[config.mk]
export PLATFORM = sky130hd
export DESIGN_NAME = pipeline_hazard_controller
export DESIGN_NICKNAME = d
export VERILOG_FILES = /design/src/rtl/pipeline_hazard_controller.sv
export SDC_FILE = /design/constraint.sdc
export NUM_CORES = 1
export LEC_CHECK = 0
export ABC_AREA = 1
export BUFFER_PORTS_ARGS = -buffer_cell sky130_fd_sc_hd__buf_2
export CAP_MARGIN = 20
export CORE_UTILIZATION = 41
export DETAILED_ROUTE_END_ITERATION = 6
export PLACE_DENSITY = 0.66
export SETUP_SLACK_MARGIN = 0.2
export SLEW_MARGIN = 15
export SYNTH_ARGS = -nofsm -noshare
export SYNTH_HDL_FRONTEND = slang
export SYNTH_SLANG_ARGS = --single-unit
[constraint.sdc]
create_clock -name clk -period 2.5 [get_ports clk]
set_input_delay 0 -clock clk [delete_from_list [all_inputs] [get_ports clk]]
set_output_delay 0 -clock clk [all_outputs]
set_load 0.005 [all_outputs]
[src/rtl/pipeline_hazard_controller.sv]
// Pipeline hazard controller: drives the PC and pipeline-register enables, bubbles
// and flushes for load-use stalls, taken branches and data-memory wait states.
module pipeline_hazard_controller #(
   parameter int unsigned CNT_W       = 16,
   parameter int unsigned MEM_TIMEOUT = 64,
   parameter int unsigned WAIT_W      = 8
) (
   input  logic             clk,
   input  logic             rst,
   input  logic [31:0]      IF_ID_instruction,
   input  logic             ID_EX_lw_control,
   input  logic [4:0]       ID_EX_rd,
   input  logic             EX_branch_control,
   input  logic             EX_branch_taken,
   input  logic             EX_MEM_mem_req,
   input  logic             mem_ready,
   output logic             pc_write,
   output logic             IF_ID_write,
   output logic             IF_ID_flush,
   output logic             ID_EX_write,
   output logic             ID_EX_bubble,
   output logic             EX_MEM_write,
   output logic             MEM_WB_bubble,
   output logic             mem_fault,
   output logic [CNT_W-1:0] stall_count,
   output logic [CNT_W-1:0] flush_count
);

   localparam logic [6:0] OP_R = 7'b0110011;
   localparam logic [6:0] OP_I = 7'b0010011;
   localparam logic [6:0] OP_L = 7'b0000011;
   localparam logic [6:0] OP_S = 7'b0100011;
   localparam logic [6:0] OP_B = 7'b1100011;

   typedef enum logic [1:0] {RUN, MEM_WAIT, FAULT} state_t;

   state_t            state_q, state_d;
   logic [WAIT_W-1:0] wait_cnt_q, wait_cnt_d;
   logic              mem_fault_q, mem_fault_d;
   logic [CNT_W-1:0]  stall_count_q, stall_count_d;
   logic [CNT_W-1:0]  flush_count_q, flush_count_d;

   logic [6:0]        opcode;
   logic [4:0]        rs1, rs2;
   logic              rs1_used, rs2_used;
   logic              load_use, br_flush, mem_freeze;
   logic              stall_inc, flush_inc;
   logic [WAIT_W-1:0] wait_inc;
   logic              unused_instr_bits;

   assign opcode            = IF_ID_instruction[6:0];
   assign rs1               = IF_ID_instruction[19:15];
   assign rs2               = IF_ID_instruction[24:20];
   assign unused_instr_bits = ^{IF_ID_instruction[31:25], IF_ID_instruction[14:7]};

   // Which source fields the instruction in ID actually reads
   always_comb begin
      rs1_used = 1'b0;
      rs2_used = 1'b0;
      case (opcode)
         OP_R, OP_S, OP_B: begin
            rs1_used = 1'b1;
            rs2_used = 1'b1;
         end
         OP_I, OP_L: rs1_used = 1'b1;
         default: ;
      endcase
   end

   assign load_use   = ID_EX_lw_control & (ID_EX_rd != 5'd0) &
                       ((rs1_used & (rs1 == ID_EX_rd)) | (rs2_used & (rs2 == ID_EX_rd)));
   assign br_flush   = EX_branch_control & EX_branch_taken;
   assign mem_freeze = EX_MEM_mem_req & ~mem_ready;

   // Mealy pipeline controls, priority reset > fault > freeze > flush > load-use > normal
   always_comb begin
      pc_write      = 1'b1;
      IF_ID_write   = 1'b1;
      IF_ID_flush   = 1'b0;
      ID_EX_write   = 1'b1;
      ID_EX_bubble  = 1'b0;
      EX_MEM_write  = 1'b1;
      MEM_WB_bubble = 1'b0;
      if (rst) begin
         pc_write      = 1'b0;
         IF_ID_write   = 1'b0;
         ID_EX_write   = 1'b0;
         EX_MEM_write  = 1'b0;
         IF_ID_flush   = 1'b1;
         ID_EX_bubble  = 1'b1;
         MEM_WB_bubble = 1'b1;
      end else if ((state_q == FAULT) || mem_freeze) begin
         pc_write      = 1'b0;
         IF_ID_write   = 1'b0;
         ID_EX_write   = 1'b0;
         EX_MEM_write  = 1'b0;
         MEM_WB_bubble = 1'b1;
      end else if (br_flush) begin
         IF_ID_flush   = 1'b1;
         ID_EX_bubble  = 1'b1;
      end else if (load_use) begin
         pc_write      = 1'b0;
         IF_ID_write   = 1'b0;
         ID_EX_bubble  = 1'b1;
      end
   end

   // Performance counter events; a squashed load-use does not count as a stall
   assign stall_inc = (state_q != FAULT) & (mem_freeze | (~br_flush & load_use));
   assign flush_inc = (state_q != FAULT) & ~mem_freeze & br_flush;
   assign wait_inc  = (wait_cnt_q != '1) ? wait_cnt_q + WAIT_W'(1) : wait_cnt_q;

   // Next-state, wait counter, sticky fault and saturating counters
   always_comb begin
      state_d       = state_q;
      wait_cnt_d    = wait_cnt_q;
      mem_fault_d   = mem_fault_q;
      stall_count_d = stall_count_q;
      flush_count_d = flush_count_q;
      case (state_q)
         RUN: begin
            if (mem_freeze) begin
               wait_cnt_d = WAIT_W'(1);
               if (MEM_TIMEOUT == 1) begin
                  state_d     = FAULT;
                  mem_fault_d = 1'b1;
               end else begin
                  state_d = MEM_WAIT;
               end
            end
         end
         MEM_WAIT: begin
            if (mem_ready) begin
               state_d    = RUN;
               wait_cnt_d = '0;
            end else begin
               wait_cnt_d = wait_inc;
               if ((MEM_TIMEOUT != 0) && (wait_inc == WAIT_W'(MEM_TIMEOUT))) begin
                  state_d     = FAULT;
                  mem_fault_d = 1'b1;
               end
            end
         end
         FAULT:   state_d = FAULT;
         default: state_d = RUN;
      endcase
      if (stall_inc && (stall_count_q != '1)) stall_count_d = stall_count_q + CNT_W'(1);
      if (flush_inc && (flush_count_q != '1)) flush_count_d = flush_count_q + CNT_W'(1);
   end

   // State registers with synchronous reset
   always_ff @(posedge clk) begin
      if (rst) begin
         state_q       <= RUN;
         wait_cnt_q    <= '0;
         mem_fault_q   <= 1'b0;
         stall_count_q <= '0;
         flush_count_q <= '0;
      end else begin
         state_q       <= state_d;
         wait_cnt_q    <= wait_cnt_d;
         mem_fault_q   <= mem_fault_d;
         stall_count_q <= stall_count_d;
         flush_count_q <= flush_count_d;
      end
   end

   assign mem_fault   = mem_fault_q;
   assign stall_count = stall_count_q;
   assign flush_count = flush_count_q;

endmodule

; Word level (Yosys, flattened, before mapping)
; Cells that the tools add are included.
; Widths: inputs -> output; s select.
[op_classes]
add_sub_neg = 3
multipliers = 0
n_div = 0
n_lt_le_gt_ge = 0
eq_ne = 16
shift = 0
n_mux = 25
n_bitwise = 15
n_reduce_logical = 11
[ops]
columns = op, n
row1 = $add 16x1->16 const B, 2
row2 = $ne 16x16->1 const B, 2
row3 = $mux 8, 3
row4 = $mux 1, 17
row5 = $pmux 8 s2, 1
row6 = $eq 7x6->1 const B, 2
row7 = $and 1x1->1, 10
row8 = $eq 5x5->1, 2
row9 = $add 8x1->8 const B, 1
row10 = $eq 8x7->1 const B, 1
row11 = $ne 8x8->1 const B, 1
row12 = $eq 7x2->1 const B, 1
row13 = $eq 7x5->1 const B, 1
row14 = $eq 7x7->1 const B, 1
row15 = $mux 2, 3
row16 = $pmux 2 s3, 1
row17 = $reduce_bool 5->1, 1
row18 = $reduce_or 5->1, 1
row19 = $ne 2x2->1 const B, 2
row20 = $reduce_and 2->1, 2
row21 = $ne 3x3->1 const B, 1
row22 = $not 1->1, 3
row23 = $reduce_and 3->1, 1
row24 = $reduce_or 3->1, 1
row25 = 7 further kinds, 9
[word_totals]
regBits = 43
latchBits = 0
ram_bits = 0
mem_bits_ro = 0
input_bits = 44
output_inout_bits = 40
memories = 0

; Longest topological paths before layout
[logic_depth]
depth_word = 10
mapped_depth = 12
depth_no_buf = 11

; Least setup slack after synthesis
; Ideal clock, no wire load.
[synth_path]
kind = register to register
from = register stall_count_q[0] (netlist: stall_count[0])
to = register stall_count_q[0] (netlist: stall_count[0])
setup_time_ns = 0.115
t_arrival_ns = 1.464
setup_slack_ns = 0.921
stages_incl_launch_ff = 8
n_path_buf = 1
period_less_slack_ns = 1.579
path_cell_list = dfxtp_1 > ha_1 > nand3_1 > nor2_4 > a41oi_4 > buf_2 > a21oi_1 > nor2_1
[synth_via]
elab_chain_cells = 2
[synth_rtl]
columns = element, line
row1 = "start, declared", 40  ; logic [CNT_W-1:0] stall_count_q, stall_count_d;
row2 = "start signal, assigned", 163  ; stall_count_q <= stall_count_d;
row3 = "parallel branches: the longest is 2 deep, another holds $add 16x1->16", -
; Parallel ways; which one is timed is not known.
; A chain may end at the register's enable or synchronous reset.

; Worst setup path after layout
[layout_path]
from = register flush_count_q[0] (netlist: flush_count[0])
to = register flush_count_q[3] (netlist: flush_count[3])
[layout_via]
elab_chain_cells = 2
[layout_rtl]
columns = element, line
row1 = "start, declared", 41  ; logic [CNT_W-1:0] flush_count_q, flush_count_d;
row2 = "start signal, assigned", 164  ; flush_count_q <= flush_count_d;
row3 = "parallel branches: the longest is 2 deep, another holds $add 16x1->16", -
; Parallel ways; which one is timed is not known.

==> out/metrics.csv <==
stage,metric,value,unit
logic_synthesis,synth_area,2780,um^2
clocking,numClockSinks,43,
worst_hold_path,hp-class,in2reg,
logic_synthesis,synthDominantCellAreaShare,31.0,%
logic_synthesis,yosysTopAreaCell,dfxtp_1,
routing,drc,8,
worst_setup_path,path_class,reg2reg,
clocking,cts_buffers,5,
worst_setup_path,cp-start-kind,flip-flop,
clocking,cts.clk_slew.worst_paths,0.08,ns
routing,finalWirelength,6340,um
routing,drtAntennaViolNets,0,
timing,finalClockSkew,0.00362,ns
floorplanning,core-area,6460,um^2
timing,relSlewSlack,51.7,%
timing,period_needed,1.91,ns
global_routing,grt_pass1_vias,2517,
routing,avgRoutedWirePerCell,11.0,um
cells_and_area,finish.instance_area,3260,um^2
global_routing,grt_max_degree,36,
clocking,clk_latency,0.29,ns
power,powerDensity,409,nW/um^2
timing,post-route-period-util,76.5,%
global_routing,grt_pass1_wl,11000,um
timing,fmax,523,MHz
worst_setup_path,worst_setup_path_end_kind,flip-flop,
logic_synthesis,synthTopCellsByArea,"dfxtp_1 (31%), nand2_1 (17%), a21oi_1 (7.4%), nand3_1 (7.4%), inv_1 (7.0%)",
timing,finalMaxSlewViolations,0,
placement,placed_area,3160,um^2
global_routing,antenna_found_initial,0,
power,vdd_drop_max,0.250,mV
timing,hold_violations,0,
floorplanning,io_pins,84,
placement,hpwl,4690,um
global_routing,overflow,0,
logic_synthesis,syn_inst,433,
clocking,clockRootBuffer,clkbuf_8,
cells_and_area,nets,545,
placement,io_buffers,68,
logic_synthesis,synth_seq_cells,43,
logic_synthesis,ys_seq_area_share,31.0,%
routing,drt_first_pass_iters,7,
floorplanning,die_w,84.3,um
placement,pre_cts_ws,0.604,ns
floorplanning,die_h,84.3,um
routing,vias,2831,
floorplanning,initial_utilization,43.0,%
worst_setup_path,required,2.73,ns
outcome,violations,DRC,
logic_synthesis,yosys_warnings,0,
routing,via_per_inst,4.91,
logic_synthesis,synth_nets,480,
power,power_leakage,1.48,nW
cells_and_area,antenna_cells,0,
cells_and_area,layout-drive-gt1-share,18.0,%
timing,rsz0062_at_grt,false,
outcome,status,finished with violations,
global_routing,grt_usage,18.4,%
placement,gp_congestion,0.821,
worst_setup_path,crit_path_max_fanout,16,
timing,tns,0,ns
clocking,cts_resized,0,
logic_synthesis,synth.distinct_cells,32,
job,max_cap_violations,0,
routing,drtIter0Drc,135,
clocking,clockBufferDepth,2,
timing,setup_slack,0.586,ns
logic_synthesis,synth_area_per_cell,6.41,um^2
timing,setup_viol,0,
clocking,post_cts_buffers,0,
worst_setup_path,cp.arrival,2.14,ns
floorplanning,rows,29,
cells_and_area,syn2layout_area_growth,17.3,%
clocking,cts_tree,built,
floorplanning,die_area,7100,um^2
clocking,htreeDepth,2,
timing,worst_pin_slew,0.722,ns
clocking,hold_buffers,0,
==> worst max-delay path, stage by stage, from the launching register on <==
cell,delay [ns]
dfxtp_1,0.41
ha_1,0.24
nand3_1,0.17
nor2_1,0.20
nand4_1,0.12
nand2_1,0.20
inv_2,0.17
nand2_1,0.13
o21ai_0,0.08
a21oi_1,0.13
==> where the power goes <==
part | switching [mW] | leakage (nW) | internal [mW]
clock network | 0.241 | 0.0515 | 0.253
logic | 0.0848 | 1.08 | 0.0542
registers | 0.00841 | 0.347 | 0.691
total | 0.334 | 1.48 | 0.998
==> registers in the layout, summed over array words and instances (netlist names) <==
signal,count
state_q,2
flush_count,16
mem_fault,1
wait_cnt_q,8
stall_count,16
==> cell usage in the layout, fill, tap and decap left out, drive strengths merged <==
cell type and instances:
ha 3, nor3b 1, and3 1, a21oi 41
xnor2 11, nand3 42, buf 70, o21ai 11
nand2 131, dfxtp 43, nor3 11, nor2 38
o21bai 1, inv 55, o221a 1, xor2 17
nand4 9, nand3b 3, nor4 1, clkbuf 8
a41oi 1
==> synth_stat cells <==
cell	n
nand2_1	128
inv_1	52
dfxtp_1	43
a21oi_1	41
nand3_1	41
nor2_1	36
xor2_1	17
xnor2_1	11
o21ai_0	10
nand4_1	9
nor3_1	9
clkbuf_1	5
buf_2	3
ha_1	3
inv_2	3
nand3b_1	3
buf_4	2
buf_6	2
nand2_4	2
a41oi_4	1
and3_1	1
nand2_2	1
nand3_2	1
nor2_2	1
nor2_4	1
nor3_2	1
nor3_4	1
nor3b_1	1
nor4_1	1
o21ai_1	1
o21bai_1	1
o221a_2	1
==> cell type report <==
class                      instances  area (um^2)
tap                               77         96.3
sequential                        43          861
fill                             679         3200
timing repair buffer              70          355
clock buffer                       8          100
multi-input combinational        323         1640
inverter                          55          206
==> per-layer routing <==
layer / GRT usage (%) / share of wire, % / up-vias
met3: 3.05 / 3.6 / 4
li1: - / - / 1514
met1: 23.4 / 47 / 1265
met5: 0 / 0 / -
met4: 4.08 / 0.41 / 0
met2: 32.6 / 49 / 48
==> through the flow <==
step	std cells	hold slack (ns)	util, %	total power [mW]
3_5_place_dp	568	0.403	48.9	0.857
6_report	576	0.102	50.4	1.33
5_1_grt	576	0.137	50.4	1.39
3_3_place_gp	568	0.400	48.9	0.854
2_1_floorplan	433	0.203	-	0.805
4_1_cts	576	0.104	50.4	1.35
==> final timing paths <==
check	start	to	slack [ns]	depth (start not counted)
max	flush_count[0]	flush_count[3]	0.59	9
max reg2reg	flush_count[0]	flush_count[3]	0.59	9
min	rst	stall_count[0]	0.10	4
min reg2reg	mem_fault	mem_fault	0.45	2
==> kinds of logic after synthesis <==
group / Yosys count / share of synthesized area [%]
simple gates: 237 / 37.7
buf+inv: 67 / 10.0
fa+ha+maj: 3 / 1.35
flops: 43 / 31.0
xor+xnor: 28 / 8.84
compound gates: 55 / 11.0
Power figures use the tool's default switching activity.
